`src/rtl/apb_pkg.sv`:
```
// apb_pkg: shared APB slave state/error types and limits.
package apb_pkg;

    typedef enum logic [1:0] {IDLE, WAIT, READY} apb_state_e;

    typedef enum logic [2:0] {ERR_NONE, ERR_DECODE, ERR_ALIGN, ERR_RO, ERR_PROT} apb_err_e;

    localparam int WAIT_MAX = 15;

endpackage

```
`src/rtl/apb_wait_ctrl.sv`:
```
// apb_wait_ctrl: APB transfer FSM with independent read/write wait-state counts.
module apb_wait_ctrl
    import apb_pkg::*;
#(
    parameter int WAIT_WRITE = 0,
    parameter int WAIT_READ  = 0
) (
    input  logic i_pclk,
    input  logic i_prstn,
    input  logic i_psel,
    input  logic i_penable,
    input  logic i_pwrite,
    output logic o_pready,
    output logic o_load,
    output logic o_complete
);

    apb_state_e state, state_nx;
    logic [3:0] cnt, cnt_nx;
    logic       wr, wr_nx;
    logic       setup;
    logic [3:0] wait_lim;

    assign setup    = i_psel & ~i_penable;
    assign wait_lim = wr ? 4'(WAIT_WRITE) : 4'(WAIT_READ);

    always_ff @(posedge i_pclk or negedge i_prstn) begin
        if (!i_prstn) begin
            state <= IDLE;
            cnt   <= '0;
            wr    <= 1'b0;
        end else begin
            state <= state_nx;
            cnt   <= cnt_nx;
            wr    <= wr_nx;
        end
    end

    // a setup cycle restarts the transfer from any state; losing psel aborts it
    always_comb begin
        state_nx = state;
        cnt_nx   = cnt;
        wr_nx    = wr;
        if (setup) begin
            cnt_nx   = '0;
            wr_nx    = i_pwrite;
            state_nx = ((i_pwrite ? WAIT_WRITE : WAIT_READ) == 0) ? READY : WAIT;
        end else if (!i_psel) begin
            state_nx = IDLE;
        end else if (state == WAIT) begin
            cnt_nx   = cnt + 4'd1;
            state_nx = (cnt == wait_lim - 4'd1) ? READY : WAIT;
        end else if (state == READY) begin
            state_nx = IDLE;
        end
    end

    assign o_pready   = state == READY;
    assign o_complete = (state == READY) & i_psel & i_penable;
    assign o_load     = (state_nx == READY) & ((state != READY) | setup);

endmodule

```
`src/rtl/apb4_regfile_slave.sv`:
```
// apb4_regfile_slave: APB4 register file with strobes, protection checks,
// read-only status window and PSLVERR reporting.
module apb4_regfile_slave
    import apb_pkg::*;
#(
    parameter int DATA_WIDTH = 32,
    parameter int ADDR_WIDTH = 32,
    parameter int DEPTH      = 32,
    parameter int RO_REGS    = 4,
    parameter int PRIV_BASE  = DEPTH,
    parameter int WAIT_WRITE = 0,
    parameter int WAIT_READ  = 0
) (
    input  logic                                            i_pclk,
    input  logic                                            i_prstn,
    input  logic [ADDR_WIDTH-1:0]                           i_paddr,
    input  logic                                            i_pwrite,
    input  logic                                            i_psel,
    input  logic                                            i_penable,
    input  logic [DATA_WIDTH-1:0]                           i_pwdata,
    input  logic [DATA_WIDTH/8-1:0]                         i_pstrb,
    input  logic [2:0]                                      i_pprot,
    input  logic [(RO_REGS > 0 ? RO_REGS : 1)*DATA_WIDTH-1:0] i_status,
    output logic [DATA_WIDTH-1:0]                           o_prdata,
    output logic                                            o_pready,
    output logic                                            o_pslverr,
    output logic [(DEPTH-RO_REGS)*DATA_WIDTH-1:0]           o_regs
);

    localparam int BYTES    = DATA_WIDTH / 8;
    localparam int WORD_LEN = $clog2(BYTES);
    localparam int IW       = $clog2(DEPTH);
    localparam int RW_N     = DEPTH - RO_REGS;
    localparam int MW       = RW_N > 1 ? $clog2(RW_N) : 1;
    localparam logic [ADDR_WIDTH:0] LIMIT = (ADDR_WIDTH + 1)'(DEPTH * BYTES);

    logic [DATA_WIDTH-1:0] mem [RW_N];
    logic [IW-1:0]         cur_idx, idx_q, src_idx;
    logic [MW-1:0]         rw_idx;
    apb_err_e              cur_err, err_q, src_err;
    logic                  wr_q, src_wr;
    logic                  setup, load, complete;
    logic [DATA_WIDTH-1:0] rd_word;
    logic                  unused_pprot;

    assign unused_pprot = &{1'b0, i_pprot[2:1]};

    apb_wait_ctrl #(
        .WAIT_WRITE(WAIT_WRITE),
        .WAIT_READ (WAIT_READ)
    ) u_wait (
        .i_pclk    (i_pclk),
        .i_prstn   (i_prstn),
        .i_psel    (i_psel),
        .i_penable (i_penable),
        .i_pwrite  (i_pwrite),
        .o_pready  (o_pready),
        .o_load    (load),
        .o_complete(complete)
    );

    assign setup   = i_psel & ~i_penable;
    assign cur_idx = i_paddr[WORD_LEN +: IW];
    assign cur_err = ({1'b0, i_paddr} >= LIMIT)                  ? ERR_DECODE :
                     (i_paddr[WORD_LEN-1:0] != '0)              ? ERR_ALIGN  :
                     (i_pwrite && int'(cur_idx) < RO_REGS)      ? ERR_RO     :
                     (int'(cur_idx) >= PRIV_BASE && !i_pprot[0]) ? ERR_PROT   : ERR_NONE;

    always_ff @(posedge i_pclk or negedge i_prstn) begin
        if (!i_prstn) begin
            idx_q <= '0;
            err_q <= ERR_NONE;
            wr_q  <= 1'b0;
        end else if (setup) begin
            idx_q <= cur_idx;
            err_q <= cur_err;
            wr_q  <= i_pwrite;
        end
    end

    // with zero wait states READY is entered on the setup edge itself, so use live decode then
    assign src_idx = setup ? cur_idx : idx_q;
    assign src_err = setup ? cur_err : err_q;
    assign src_wr  = setup ? i_pwrite : wr_q;
    assign rw_idx  = MW'(src_idx - IW'(RO_REGS));
    assign rd_word = (src_err != ERR_NONE)  ? '0 :
                     (int'(src_idx) < RO_REGS) ? i_status[int'(src_idx)*DATA_WIDTH +: DATA_WIDTH] :
                     mem[rw_idx];

    always_ff @(posedge i_pclk or negedge i_prstn) begin
        if (!i_prstn) o_prdata <= '0;
        else if (load && !src_wr) o_prdata <= rd_word;
    end

    always_ff @(posedge i_pclk or negedge i_prstn) begin
        if (!i_prstn) begin
            for (int i = 0; i < RW_N; i++) mem[i] <= '0;
        end else if (complete && wr_q && err_q == ERR_NONE) begin
            for (int b = 0; b < BYTES; b++)
                if (i_pstrb[b]) mem[rw_idx][8*b +: 8] <= i_pwdata[8*b +: 8];
        end
    end

    assign o_pslverr = o_pready & (err_q != ERR_NONE);

    for (genvar g = 0; g < RW_N; g++) begin : g_regs
        assign o_regs[g*DATA_WIDTH +: DATA_WIDTH] = mem[g];
    end

endmodule

```
`config.mk`:
```
export PLATFORM = sky130hd
export DESIGN_NAME = apb4_regfile_slave
export DESIGN_NICKNAME = d
export VERILOG_FILES = /design/src/rtl/apb_pkg.sv /design/src/rtl/apb_wait_ctrl.sv /design/src/rtl/apb4_regfile_slave.sv
export SDC_FILE = /design/constraint.sdc
export NUM_CORES = 2
export LEC_CHECK = 0
export BUFFER_PORTS_ARGS = -buffer_cell sky130_fd_sc_hd__buf_2
export CORE_AREA = 2 2 442 444
export CTS_BUF_LIST = sky130_fd_sc_hd__clkbuf_8
export CTS_CLUSTER_SIZE = 10
export DETAILED_ROUTE_END_ITERATION = 12
export DIE_AREA = 0 0 444 446
export HOLD_SLACK_MARGIN = 0.06
export PLACE_DENSITY = 0.44
export SYNTH_ARGS = -nofsm -noshare
export SYNTH_HDL_FRONTEND = slang
export SYNTH_HIERARCHICAL = 1
export SYNTH_SLANG_ARGS = --single-unit
export TNS_END_PERCENT = 20
```
`constraint.sdc`:
```
create_clock -name i_pclk -period 3.8 [get_ports i_pclk]
set_clock_uncertainty 0.15 [all_clocks]
set_input_delay 0 -clock i_pclk [delete_from_list [all_inputs] [get_ports i_pclk]]
set_output_delay 0 -clock i_pclk [all_outputs]
set_load 0.03 [all_outputs]
```
==> flow_metrics.py <==
metrics = {
    "synthesis": {
        "synth_top_area_share_pct": 53.01,
        "synth_commonest_cells": "dfrtp_1 (943), mux2_2 (730), nand2_1 (504), a21oi_1 (336), a22oi_1 (169)",
        "yosysWarnings": 6,
        "synth.distinct_cells": 61,
        "ys_dominant_reg_cell": "dfrtp_1",
        "synth_edf_count": 0,
        "async_reset_ff_share_pct": 100.0,
        "synth_area_leaders": "dfrtp_1 (53%), mux2_2 (18%), nand2_1 (4.2%), mux2_1 (4.2%), a21oi_1 (3.8%)",
        "syn_avg_cell_area_um2": 11.98,
        "synth-seq-cells": 943,
        "yosysSeqAreaShare_pct": 53.01,
        "synth_fp_nets": 3922,
        "synth_cells": 3716,
        "yosysTopAreaCell": "dfrtp_1",
        "synth_area_mm2": 0.04452,
        "synth.most_common_cell": "dfrtp_1",
    },
    "power": {
        "power.share.sequential_pct": 40.5,
        "switching_share_pct": 32.06,
        "p_leak_nw": 32.28,
        "p_int_w": 0.01694,
        "switchingPower_w": 0.007994,
        "power.total_w": 0.02494,
        "powerDensity_mw_per_mm2": 404.4,
        "comb_power_share_pct": 19.1,
        "pwr-share-clk_pct": 40.4,
        "ir_worst_vdd_v": 0.0003050,
    },
    "critical_path": {
        "critPathRequiredTime_ps": 4570,
        "cp-end-kind": "register",
        "worstSetupStartpoint": "i_paddr[25]",
        "reg2reg_depth": 11,
        "critPathCapture": "o_prdata[22]$_DFFE_PN0P_",
        "worstSetupStartpointType": "input pin",
        "r2r_slack_ps": 70,
        "cp_data_arrival_time_ps": 4500,
        "critical_path_class": "in2reg",
        "path_max_fanout": 13,
        "r2r_start": "idx_q[3]$_DFF_PN0_",
        "rr_endpoint": "o_prdata[23]$_DFFE_PN0P_",
    },
    "final_layout": {
        "multi_input_area_mm2": 0.01982,
        "final_net_count": 5517,
        "final_cells": 7970,
        "num-fill-cells": 19941,
        "drive_gt1_share_pct": 45.49,
        "regArea_mm2": 0.02360,
        "area_growth_pct": 38.49,
        "final_util_pct": 31.85,
        "final_cell_area_mm2": 0.06166,
    },
    "clocking": {
        "post-cts-setup-buffers": 0,
        "root_buffer": "clkbuf_8",
        "cts-htree-levels": 4,
        "path_clk_slew_ps": 60,
        "clock_latency_ps": 970,
        "clkSinkCount": 943,
        "cts_tree": "built",
        "cts_made_buffers": 180,
        "cts.path.max_buffers": 3,
    },
    "global_routing": {
        "first_global_vias": 40043,
        "grt_pass1_wl_um": 344200,
        "grt_util_all_layers_pct": 24.84,
        "antenna_found_initial": 10,
        "grt_max_degree": 93,
        "grt_overflow_total": 0,
    },
    "die": {
        "dieArea_mm2": 0.1980,
        "coreArea_mm2": 0.1936,
        "ios": 1134,
        "initial_utilization_pct": 23.00,
        "die_w_um": 444,
        "die_h_um": 446,
        "rows": 162,
    },
    "drt": {
        "ant_nets": 0,
        "dr.pass1.iters": 6,
        "via_per_inst": 5.032,
        "drcViolationCount": 0,
        "drt-total-wl_um": 254400,
        "wl_per_cell_um": 31.92,
        "route.vias.total": 40106,
        "drtIter0Drc": 3039,
    },
    "timing": {
        "worst_slew_pin_slew_ps": 1158,
        "slew_viol_final": 0,
        "finalCriticalPeriod_ps": 3729,
        "relSlewSlack_pct": 22.51,
        "min_period_over_period_pct": 98.14,
        "setup_viol": 0,
        "fmax_ghz": 0.2681,
        "hold_violations": 0,
        "setup_slack_ps": 70.63,
        "rsz0062_at_grt": "yes",
    },
    "placement": {
        "io_buffers": 1130,
        "dp_slack_ps": -330.9,
        "gp_congestion": 0.8997,
        "dp_cells": 7321,
        "place_hpwl_um": 184300,
        "placed_area_mm2": 0.05462,
    },
    "hold_path": {
        "hold_class": "in2reg",
        "hold_depth": 3,
    },
    "run_status": {
        "run_status": "complete, no violations",
    },
    "flow_run": {
        "max_cap_viol_count": 0,
    },
}
## critical path, cell delays in order
cell	delay [ps]
dlygate4sd3_1	540
buf_2	110
dlygate4sd3_1	540
nor2_1	80
dlygate4sd3_1	560
nand3_1	120
nor3_4	300
a21oi_2	150
or4_2	700
buf_4	250
a2111oi_2	350
dlygate4sd3_1	630
a221o_1	110
## stage by stage
step,setup TNS (ps),hold slack [ps]
after floorplan,0,-445.6
after global placement,-1268,-75.97
after detailed placement,-1025,-68.05
after CTS,0,61.46
after global routing,-53.44,114.6
final,0,164.7
## worst min path at each step
| stage | start | to |
|---|---|---|
| 6_report | i_pwdata[24] | o_regs[248]$_DFFE_PN0P_ |
| 5_1_grt | i_pwdata[24] | o_regs[472]$_DFFE_PN0P_ |
| 4_1_cts | i_pwdata[12] | o_regs[524]$_DFFE_PN0P_ |
| 3_5_place_dp | i_prstn | o_regs[217]$_DFFE_PN0P_ |
| 3_3_place_gp | i_prstn | o_regs[217]$_DFFE_PN0P_ |
| 2_1_floorplan | i_prstn | err_q[0]$_DFF_PN0_ |
## cell type report
cell class | count | area share (%)
Tap cell | 2542 | 5.159
Clock inverter | 91 | 1.076
Clock buffer | 201 | 4.487
Antenna cell | 7 | 0.02841
Timing Repair Buffer | 1711 | 18.74
Inverter | 11 | 0.09538
Sequential cell | 943 | 38.27
Multi-Input combinational cell | 2464 | 32.14
## flip-flops by register name, indices dropped and copies added (netlist names)
signal and cells:
u_wait/state 2, o_prdata 32, u_wait/cnt 4, o_regs 896, idx_q 5, wr_q 1
err_q 3
## repair_timing
action / CTS / global route
resized for setup: 2 / 6
cloned: 0 / 0
pin swaps: 0 / 0
hold buffers: 350 / 0
endpoints found under the setup margin: 2 / 13
hold endpoints to repair: 1885 / 0
## placed cells by master (no fill, tap or decap), types with 36 or more instances in the layout
| master | count |
|---|---|
| a21oi_1 | 336 |
| buf_12 | 51 |
| nor2_1 | 36 |
| dfrtp_1 | 943 |
| nand2_1 | 498 |
| inv_1 | 69 |
| o22ai_1 | 121 |
| buf_2 | 1129 |
| a22oi_1 | 169 |
| dlygate4sd3_1 | 347 |
| mux2_1 | 166 |
| mux2_2 | 730 |
| mux2i_1 | 93 |
| buf_4 | 182 |
| clkbuf_8 | 201 |
## kinds of logic (layout without fill, tap and decap cells)
| kind of cell | count (synthesis) | count (layout) | synth area share (%) |
|---|---|---|---|
| compound gates | 727 | 727 | 10.49 |
| fa+ha+maj | 2 | 2 | 0.05620 |
| buf+inv | 309 | 2014 | 2.940 |
| flops | 943 | 943 | 53.01 |
| mux | 1019 | 1019 | 26.26 |
| other cells | 0 | 7 | 0 |
| simple gates | 716 | 716 | 7.251 |
## routing by layer
layer / GRT usage, % / part of all wire, %
met2: 40.38 / 47
met3: 6.460 / 7.2
met1: 30.63 / 41
met5: 0 / 0.0031
met4: 11.80 / 5.2
## power by group through the flow
| stage | Clock, W | Sequential, W | Combinational (W) |
|---|---|---|---|
| 4_1_cts | 0.0103 | 0.0101 | 0.00480 |
| 3_5_place_dp | 0 | 0.0103 | 0.00439 |
| 2_1_floorplan | 0 | 0.0103 | 0.00186 |
| 6_report | 0.0101 | 0.0101 | 0.00477 |
| 5_1_grt | 0.0108 | 0.0101 | 0.00502 |
| 3_3_place_gp | 0 | 0.0103 | 0.00439 |
(Power assumes the default switching activity.)
